==> config.mk <==
export PLATFORM = sky130hd
export DESIGN_NAME = vga_timing_gen
export DESIGN_NICKNAME = d
export VERILOG_FILES = /design/src/rtl/vga_pkg.sv /design/src/rtl/vga_delay_line.sv /design/src/rtl/vga_timing_gen.sv
export SDC_FILE = /design/constraint.sdc
export NUM_CORES = 1
export LEC_CHECK = 0
export BUFFER_PORTS_ARGS = -buffer_cell sky130_fd_sc_hd__buf_4
export CORE_MARGIN = 2
export CORE_UTILIZATION = 50
export DETAILED_ROUTE_END_ITERATION = 16
export PLACE_DENSITY = 0.87
export SYNTH_ARGS = -nofsm -noshare
export SYNTH_HDL_FRONTEND = slang
export SYNTH_SLANG_ARGS = --single-unit
==> constraint.sdc <==
create_clock -name clk -period 2.7 [get_ports clk]
set_input_delay 0.27 -clock clk [delete_from_list [all_inputs] [get_ports clk]]
set_output_delay 0.27 -clock clk [all_outputs]
set_load 0.01 [all_outputs]
==> src/rtl/vga_pkg.sv <==
// Shared VGA timing constants (640x480@60 defaults) and helpers for the timing generator.
package vga_pkg;

  localparam int unsigned H_ACTIVE_DEF = 640;
  localparam int unsigned H_FP_DEF     = 16;
  localparam int unsigned H_SYNC_DEF   = 96;
  localparam int unsigned H_BP_DEF     = 48;
  localparam int unsigned V_ACTIVE_DEF = 480;
  localparam int unsigned V_FP_DEF     = 10;
  localparam int unsigned V_SYNC_DEF   = 2;
  localparam int unsigned V_BP_DEF     = 33;

  // Raw decode bits carried through the delay line; all-zero means idle/blank.
  typedef struct packed {
    logic hs;
    logic vs;
    logic act;
  } sync_t;

  function automatic int unsigned h_total(input int unsigned active, input int unsigned fp,
                                          input int unsigned sync, input int unsigned bp);
    return active + fp + sync + bp;
  endfunction

  function automatic int unsigned v_total(input int unsigned active, input int unsigned fp,
                                          input int unsigned sync, input int unsigned bp);
    return active + fp + sync + bp;
  endfunction

endpackage

==> src/rtl/vga_delay_line.sv <==
// Enable-gated shift register with synchronous reset; DEPTH = 0 degenerates to a wire.
module vga_delay_line #(
  parameter int unsigned      WIDTH   = 1,
  parameter int unsigned      DEPTH   = 1,
  parameter logic [WIDTH-1:0] RST_VAL = '0
) (
  input  logic             clk,
  input  logic             rst,
  input  logic             en,
  input  logic [WIDTH-1:0] d,
  output logic [WIDTH-1:0] q
);

  generate
    if (DEPTH == 0) begin : g_wire
      assign q = d;
    end else begin : g_shift
      logic [WIDTH-1:0] stage_q [DEPTH];

      always_ff @(posedge clk) begin
        if (rst) begin
          for (int unsigned i = 0; i < DEPTH; i++) stage_q[i] <= RST_VAL;
        end else if (en) begin
          stage_q[0] <= d;
          for (int unsigned i = 1; i < DEPTH; i++) stage_q[i] <= stage_q[i-1];
        end
      end

      assign q = stage_q[DEPTH-1];
    end
  endgenerate

endmodule

==> src/rtl/vga_timing_gen.sv <==
// Parametrised VGA timing generator: counters, sync/active decode, latency-matching delay
// line, registered output stage and line/frame start strobes.
module vga_timing_gen
  import vga_pkg::*;
#(
  parameter int unsigned H_ACTIVE = H_ACTIVE_DEF,
  parameter int unsigned H_FP     = H_FP_DEF,
  parameter int unsigned H_SYNC   = H_SYNC_DEF,
  parameter int unsigned H_BP     = H_BP_DEF,
  parameter int unsigned V_ACTIVE = V_ACTIVE_DEF,
  parameter int unsigned V_FP     = V_FP_DEF,
  parameter int unsigned V_SYNC   = V_SYNC_DEF,
  parameter int unsigned V_BP     = V_BP_DEF,
  parameter bit          H_POL    = 1'b0,
  parameter bit          V_POL    = 1'b0,
  parameter int unsigned CNT_W    = 10,
  parameter int unsigned COLOR_W  = 4,
  parameter int unsigned PIPE_DLY = 1
) (
  input  logic               clk,
  input  logic               rst,
  input  logic               i_pix_en,
  input  logic [COLOR_W-1:0] i_red,
  input  logic [COLOR_W-1:0] i_green,
  input  logic [COLOR_W-1:0] i_blue,
  output logic [CNT_W-1:0]   o_hcounter,
  output logic [CNT_W-1:0]   o_vcounter,
  output logic               o_hsync,
  output logic               o_vsync,
  output logic               o_active,
  output logic               o_line_start,
  output logic               o_frame_start,
  output logic [COLOR_W-1:0] o_red,
  output logic [COLOR_W-1:0] o_green,
  output logic [COLOR_W-1:0] o_blue
);

  localparam int unsigned H_TOTAL = h_total(H_ACTIVE, H_FP, H_SYNC, H_BP);
  localparam int unsigned V_TOTAL = v_total(V_ACTIVE, V_FP, V_SYNC, V_BP);
  localparam logic [CNT_W-1:0] H_LAST = CNT_W'(H_TOTAL - 1);
  localparam logic [CNT_W-1:0] V_LAST = CNT_W'(V_TOTAL - 1);

  logic [CNT_W-1:0] h_q, v_q;
  logic             h_wrap, v_wrap;
  int unsigned      h_u, v_u;
  sync_t            raw, dly;

  assign h_wrap = (h_q == H_LAST);
  assign v_wrap = (v_q == V_LAST);

  // Decode in 32-bit space so sync end == 2**CNT_W cannot overflow the compare.
  assign h_u = 32'(h_q);
  assign v_u = 32'(v_q);

  always_comb begin
    raw     = '0;
    raw.hs  = (h_u >= H_ACTIVE + H_FP) && (h_u < H_ACTIVE + H_FP + H_SYNC);
    raw.vs  = (v_u >= V_ACTIVE + V_FP) && (v_u < V_ACTIVE + V_FP + V_SYNC);
    raw.act = (h_u < H_ACTIVE) && (v_u < V_ACTIVE);
  end

  always_ff @(posedge clk) begin
    if (rst) begin
      h_q <= '0;
      v_q <= '0;
    end else if (i_pix_en) begin
      h_q <= h_wrap ? '0 : h_q + 1'b1;
      if (h_wrap) v_q <= v_wrap ? '0 : v_q + 1'b1;
    end
  end

  vga_delay_line #(
    .WIDTH   ($bits(sync_t)),
    .DEPTH   (PIPE_DLY),
    .RST_VAL ('0)
  ) u_delay (
    .clk (clk),
    .rst (rst),
    .en  (i_pix_en),
    .d   (raw),
    .q   (dly)
  );

  always_ff @(posedge clk) begin
    if (rst) begin
      o_hsync  <= ~H_POL;
      o_vsync  <= ~V_POL;
      o_active <= 1'b0;
      o_red    <= '0;
      o_green  <= '0;
      o_blue   <= '0;
    end else if (i_pix_en) begin
      o_hsync  <= dly.hs ? H_POL : ~H_POL;
      o_vsync  <= dly.vs ? V_POL : ~V_POL;
      o_active <= dly.act;
      o_red    <= dly.act ? i_red   : '0;
      o_green  <= dly.act ? i_green : '0;
      o_blue   <= dly.act ? i_blue  : '0;
    end
  end

  // Strobes re-evaluate every clk so they stay one clk wide regardless of pix_en rate.
  always_ff @(posedge clk) begin
    if (rst) begin
      o_line_start  <= 1'b0;
      o_frame_start <= 1'b0;
    end else begin
      o_line_start  <= i_pix_en && h_wrap;
      o_frame_start <= i_pix_en && h_wrap && v_wrap;
    end
  end

  assign o_hcounter = h_q;
  assign o_vcounter = v_q;

endmodule

=== Yosys cells after proc, flatten, opt, wreduce, memory -nomap -nowiden ===
Memory sizes are Yosys's and may differ from the RTL's.
Cells that the tools add are included.

* Register bits after elaboration: 37
* Memory bits (writable): 3
* Input port bits: 15
* Logic and storage cells: 42
* Memories kept: 1

* $add $sub $neg: 2
* Magnitude comparators: 6
* Equality and inequality tests: 2
* Muxes and demuxes: 14
* Reductions and logical operators: 7

{| class="wikitable"
|+ Memory list
! name !! words !! bits a word !! read ports !! clocked after Yosys merged registers in !! write ports !! RTL line !! text
|-
| u_delay.g_shift.stage_q || 1 || 3 || 1 || 0 || 1 || vga_delay_line.sv:18 || <nowiki>logic [WIDTH-1:0] stage_q [DEPTH];</nowiki>
|}

{| class="wikitable"
|+ Operator list
! cell !! count
|-
| $add 10x1->10 const B || 2
|-
| $eq 10x10->1 const B || 2
|-
| $lt 10x10->1 const B || 2
|-
| $lt 10x9->1 const B || 2
|-
| $mux 10 || 2
|-
| $mux 4 || 3
|-
| $ge 10x10->1 const B || 1
|-
| $ge 10x9->1 const B || 1
|-
| $mux 1 || 8
|-
| $logic_and 1x1->1 || 5
|-
| $mux 3 || 1
|-
| $reduce_or 3->1 || 1
|-
| $reduce_and 2->1 || 1
|}

=== Logic depth before layout (Yosys ltp) ===
Gate-level depths: netlist (run 1).

* Depth after elaboration: 5
* Gate-level depth with buffers: 6
* Depth with buffers taken out: 6

=== Modules after synthesis ===
From an unflattened synthesis (run 1), not the netlist that was laid out.

* Cells, all modules: 187
* Area total of the unflattened synthesis: 1720.4 µm²

{| class="wikitable"
|+ By module, submodules not included
! module !! times used !! cells each !! area an instance (µm²)
|-
| vga_timing_gen || 1 || 180 || 1597.8
|-
| vga_delay_line || 1 || 7 || 122.6
|}

=== Least setup slack after synthesis (run 1) ===
No wires, ideal clock.

* Path kind: register to register
* From: reg h_q[1], in the netlist o_hcounter[1]
* To: reg v_q[7], in the netlist o_vcounter[7]
* Library setup time: 0.071 ns
* Arrival: 1.934 ns
* Required time: 2.629 ns
* Setup slack: 0.695 ns
* Cell stages (with the launch flop): 6
* Period minus slack after synthesis: 2.005 ns
* Path through: dfxtp_1 -> ha_1 -> nand3_1 -> or4_1 -> or4_1 -> a21oi_1

* Cells in the longest elaborated chain, start to end: 2

{| class="wikitable"
|+ RTL lines
! element !! RTL line !! text
|-
| start, declared || vga_timing_gen.sv:43 || <nowiki>logic [CNT_W-1:0] h_q, v_q;</nowiki>
|-
| start signal, assigned || vga_timing_gen.sv:67 || <nowiki>h_q <= h_wrap ? '0 : h_q + 1'b1;</nowiki>
|-
| $eq 10x10->1 || vga_timing_gen.sv:48 || <nowiki>assign h_wrap = (h_q == H_LAST);</nowiki>
|-
| $reduce_and 2->1 (no source line) || - ||
|-
| end signal, assigned || vga_timing_gen.sv:68 || <nowiki>if (h_wrap) v_q <= v_wrap ? '0 : v_q + 1'b1;</nowiki>
|-
| end, declared || vga_timing_gen.sv:43 ||
|}

No other way between the ends.
A chain may end at the register's enable or synchronous reset.

=== Worst setup path after layout (run 1) ===
* From: reg h_q[0], in the netlist o_hcounter[0]
* To: reg v_q[7], in the netlist o_vcounter[7]

Same word-level chain as after synthesis.

==> impl_metrics.json, run 1 <==
{
  "seqCellArea_um2": 831,
  "netlist_instances": 192,
  "start_util": 0.520,
  "netlist-cell-type-count": 35,
  "setup_ws_ps": 555,
  "syn2layout_area_growth_pct": 28.6,
  "nets": 261,
  "hold_buffers": 0,
  "grt_first_pass_wirelength_um": 6130,
  "place_area_um2": 2120,
  "antenna_left": 0,
  "cts_resized": 0,
  "cts-root-buf": "clkbuf_4",
  "ys_async_sr_fraction": 0,
  "synth_flop_cell": "dfxtp_1",
  "final_common_cell": "buf_4",
  "antenna_cells": 0,
  "critPathCaptureType": "flip-flop",
  "setup_violations": 0,
  "insertion_delay_ps": 340,
  "grt_overflow": 0,
  "first_global_vias": 1351,
  "io_pins": 52,
  "startpoint_type": "flip-flop",
  "clkTransAtPathRegs_ps": 120,
  "dieArea_um2": 3930,
  "drc_errors": 0,
  "multi_input_area_um2": 820,
  "hp-class": "input port to flip-flop",
  "final_cell_area_um2": 2220,
  "post_cts_buffers": 0,
  "clock.fmax_ghz": 0.466,
  "power_per_cell_area_nw_per_um2": 508,
  "rsz0062_at_grt": "no",
  "wl_per_cell_um": 13.2,
  "vias": 1573,
  "finalClockSkew_ps": 6.60,
  "criticalPathCategory": "flip-flop to flip-flop",
  "slew_headroom": 0.499,
  "synth_nets": 212,
  "status": "complete, no violations",
  "port_buffers": 51,
  "final_cells": 288,
  "synth-seq-area-share": 0.482,
  "final-hold-violation-count": 0,
  "yosys_warnings": 0,
  "setup_tns_ps": 0,
  "crit_fanout": 8,
  "top_layer": "met4",
  "layout.filler_cells": 288,
  "ir_worst_vdd_uv": 403,
  "hpwl_um": 2700,
  "drive_gt1_frac": 0.252,
  "fin_crit_ps": 2150,
  "hold_depth": 3,
  "grt_max_degree": 34,
  "finish.utilization": 0.669,
  "wl_met1_um": 1640,
  "drt_iter0_markers": 71,
  "dp_cells": 280,
  "synth_seq_cells": 40,
  "mostFrequentLayoutCells": "51 x buf_4, 37 x dfxtp_1, 26 x nor2_1",
  "wl_met3_um": 199,
  "maxSlewViolCount": 0,
  "synth_area_um2": 1720,
  "die_y_um": 62.7,
  "ctsLongestPathBuffers": 2,
  "arrival_ps": 2430,
  "track_usage": 0.198,
  "cts_buffers": 5,
  "dr.pass1.iters": 4,
  "drt_wl_total_um": 3810,
  "max_cap_violations": 0,
  "worst_pin_slew_ps": 744,
  "met2_length_um": 1930,
  "total_power_mw": 1.13,
  "ff2ff_path_depth": 5,
  "cts_tree": "built",
  "rows": 21,
  "vias_per_cell": 5.46,
  "crit_required_ps": 2980,
  "core_um2": 3310,
  "antenna_found_initial": 0,
  "dp_slack_ps": 575,
  "whs_ps": 152,
  "synth-edff-count": 3,
  "leakage_nw": 0.853,
  "die_width_um": 62.7,
  "min_period_over_period": 0.795,
  "gp_congestion": 0.855,
  "cts_sinks": 40,
  "syn_avg_cell_area_um2": 8.97,
  "h-tree-depth": 2
}
==> critical path: stages (launching register included) <==
cell and delay, ps:
dfxtp_1 410, ha_1 230, nand3_1 250, or4_1 620
or4_1 430, a21oi_1 150
==> worst paths after layout <==
kind	slack, ps	from	endpoint
worst max-delay path	550	o_hcounter[0]	o_vcounter[7]
worst min-delay path	150	i_blue[1]	o_blue[1]
worst max register to register	550	o_hcounter[0]	o_vcounter[7]
worst min register to register	490	o_hsync	o_hsync
==> cells by family (layout without fill, tap and decap cells) <==
kind of cell    Yosys count  after routing  share of synthesized area
flops                    40             40                      0.482
buf+inv                  17             67                     0.0421
mux                       2              2                     0.0116
fa+ha+maj                 5              5                     0.0363
simple gates             86             86                      0.253
compound gates           30             30                      0.114
xor+xnor                 12             12                     0.0610
==> final cells by class <==
type | instances | share of cell area
Sequential cell | 40 | 0.375
Multi-Input combinational cell | 135 | 0.370
Timing Repair Buffer | 51 | 0.173
Clock buffer | 7 | 0.0294
Tap cell | 46 | 0.0260
Clock inverter | 1 | 0.0136
Inverter | 8 | 0.0136
==> sequential cells by signal, indices dropped and copies added (netlist names) <==
name	cells
o_active	1
o_hsync	1
o_blue	4
o_vcounter	10
o_vsync	1
o_red	4
o_hcounter	10
o_frame_start	1
o_line_start	1
u_delay.g_shift.stage_q	3
o_green	4
==> cells in the mapped netlist, types with 4 or more instances <==
cell type  instances  area, µm²
a21oi_1            8       40.0
a22oi_1           12       90.1
clkbuf_1           7       26.3
dfxtp_1           37        741
ha_1               5       62.6
inv_1              8       30.0
nand2_1           13       48.8
nand3_1            6       30.0
nand4_1            4       25.0
nor2_1            26       97.6
nor3_1            12       60.1
nor4_1             6       37.5
o21ai_0            4       20.0
xnor2_1            8       70.1
xor2_1             4       35.0
==> per-layer routing <==
metal	vias up	GRT usage
li1	778	-
met1	747	0.240
met2	44	0.337
met4	0	0.0583
met5	-	0
met3	4	0.0631
==> where the power goes <==
part	leakage [nW]	total (mW)	internal, mW	switching [mW]
clock network	0.0515	0.434	0.246	0.188
logic	0.469	0.0762	0.0368	0.0394
registers	0.333	0.616	0.609	0.00698
No activity file was read; power rests on OpenSTA's default activity.
==> run 2: changes to the inputs <==
CORE_UTILIZATION = 45   (was 50)
PLACE_DENSITY = 0.83   (was 0.87)
clock period = 1.9 ns   (was 2.7 ns; I/O delays follow)
==> impl_metrics.json, run 2 (synthesis gave the netlist of run 1 again) <==
{
  "status": "complete, no violations",
  "nets": 277,
  "ir_worst_vdd_uv": 503,
  "cts_tree": "built",
  "port_buffers": 51,
  "die_y_um": 65.9,
  "hp-class": "input port to flip-flop",
  "post_cts_buffers": 0,
  "grt_overflow": 0,
  "leakage_nw": 0.939,
  "vias": 1630,
  "startpoint_type": "flip-flop",
  "hold_end": "o_green[0]",
  "clkTransAtPathRegs_ps": 70,
  "total_power_mw": 1.65,
  "hold_depth": 3,
  "dieArea_um2": 4340,
  "first_global_vias": 1545,
  "antenna_cells": 0,
  "h-tree-depth": 2,
  "track_usage": 0.200,
  "insertion_delay_ps": 290,
  "slew_headroom": 0.676,
  "max_cap_violations": 0,
  "dp_slack_ps": 104,
  "vias_per_cell": 5.33,
  "final_cells": 306,
  "wl_per_cell_um": 13.5,
  "criticalPathCategory": "flip-flop to flip-flop",
  "timing.rr.end": "o_vcounter[9]",
  "core_um2": 3660,
  "setup_tns_ps": 0,
  "syn2layout_area_growth_pct": 37.8,
  "grt_first_pass_wirelength_um": 6560,
  "antenna_found_initial": 0,
  "layout.filler_cells": 310,
  "final-hold-violation-count": 0,
  "antenna_left": 0,
  "io_pins": 52,
  "gp_congestion": 0.835,
  "drive_gt1_frac": 0.329,
  "place_area_um2": 2260,
  "worst_pin_slew_ps": 487,
  "whs_ps": 128,
  "min_from": "i_green[0]",
  "drt_iter0_markers": 71,
  "ctsLongestPathBuffers": 2,
  "dr.pass1.iters": 4,
  "worst_r2r_startpoint": "o_hcounter[0]",
  "start_util": 0.471,
  "critPathCaptureType": "flip-flop",
  "grt_max_degree": 34,
  "rsz0062_at_grt": "no",
  "finalClockSkew_ps": 5.28,
  "ff2ff_path_depth": 5,
  "fin_crit_ps": 1820,
  "drc_errors": 0,
  "maxSlewViolCount": 0,
  "hpwl_um": 2910,
  "cts_sinks": 40,
  "min_period_over_period": 0.960,
  "crit_required_ps": 2120,
  "rows": 22,
  "final_cell_area_um2": 2370,
  "crit_fanout": 6,
  "clock.fmax_ghz": 0.548,
  "dp_cells": 298,
  "final_common_cell": "buf_4",
  "drt_wl_total_um": 4130,
  "die_width_um": 65.9,
  "setup_violations": 0,
  "cts_buffers": 5,
  "arrival_ps": 2050,
  "r2r_setup_slack_ps": 80,
  "power_per_cell_area_nw_per_um2": 696,
  "finish.utilization": 0.648,
  "mostFrequentLayoutCells": "67 x buf_4, 33 x dfxtp_1, 26 x nor2_1",
  "cts-root-buf": "clkbuf_8",
  "setup_ws_ps": 76.4
}
run 2: cell types whose count changed in the layout (fill, tap and decap cells not counted), sizes merged:
| cell | previous run | this run |
|---|---|---|
| buf | 51 | 67 |
| clkbuf | 7 | 6 |
| clkinv | 0 | 1 |
run 2: critical path: stages (launching register included):
cell	delay [ps]
dfxtp_2	370
ha_2	220
nand3_2	90
or4_4	520
or4_1	410
a21oi_1	140
run 2: timing repair:
action | CTS | global route
endpoints found under the setup margin | 0 | 1
hold buffers | 0 | 0
resized for setup | 0 | 2
endpoints found under the hold margin | 0 | 0
run 2: routing by layer:
layer  track usage  vias up  share of wire
met2         0.341       42           0.50
met5             0        -              0
li1              -      806              -
met3        0.0579       12          0.050
met1         0.229      770           0.42
met4        0.0938        0          0.025
run 2: layout make-up:
class                           count  area (µm²)  share of cell area
Clock buffer                        6        72.6              0.0306
Timing Repair Buffer               67         503               0.212
Sequential cell                    40         836               0.352
Inverter                            8        30.0              0.0127
Multi-Input combinational cell    135         837               0.353
Clock inverter                      2        35.0              0.0148
Tap cell                           48        60.1              0.0253
run 2: how the worst max path moves through the flow:
stage / start / to / slack, ps / cells past startpoint
5_1_grt: o_hcounter[0] / o_vcounter[9] / 4 / 5
3_3_place_gp: o_hcounter[0] / o_vcounter[9] / 150 / 5
6_report: o_hcounter[0] / o_vcounter[9] / 80 / 5
2_1_floorplan: o_hcounter[8] / o_vcounter[7] / 20 / 6
3_5_place_dp: o_hcounter[0] / o_vcounter[9] / 100 / 5
4_1_cts: o_hcounter[0] / o_vcounter[9] / 80 / 5
run 2: power by group:
part	switching (mW)	internal [mW]
clock network	0.275	0.389
logic	0.0567	0.0540
registers	0.0102	0.866
total	0.342	1.31
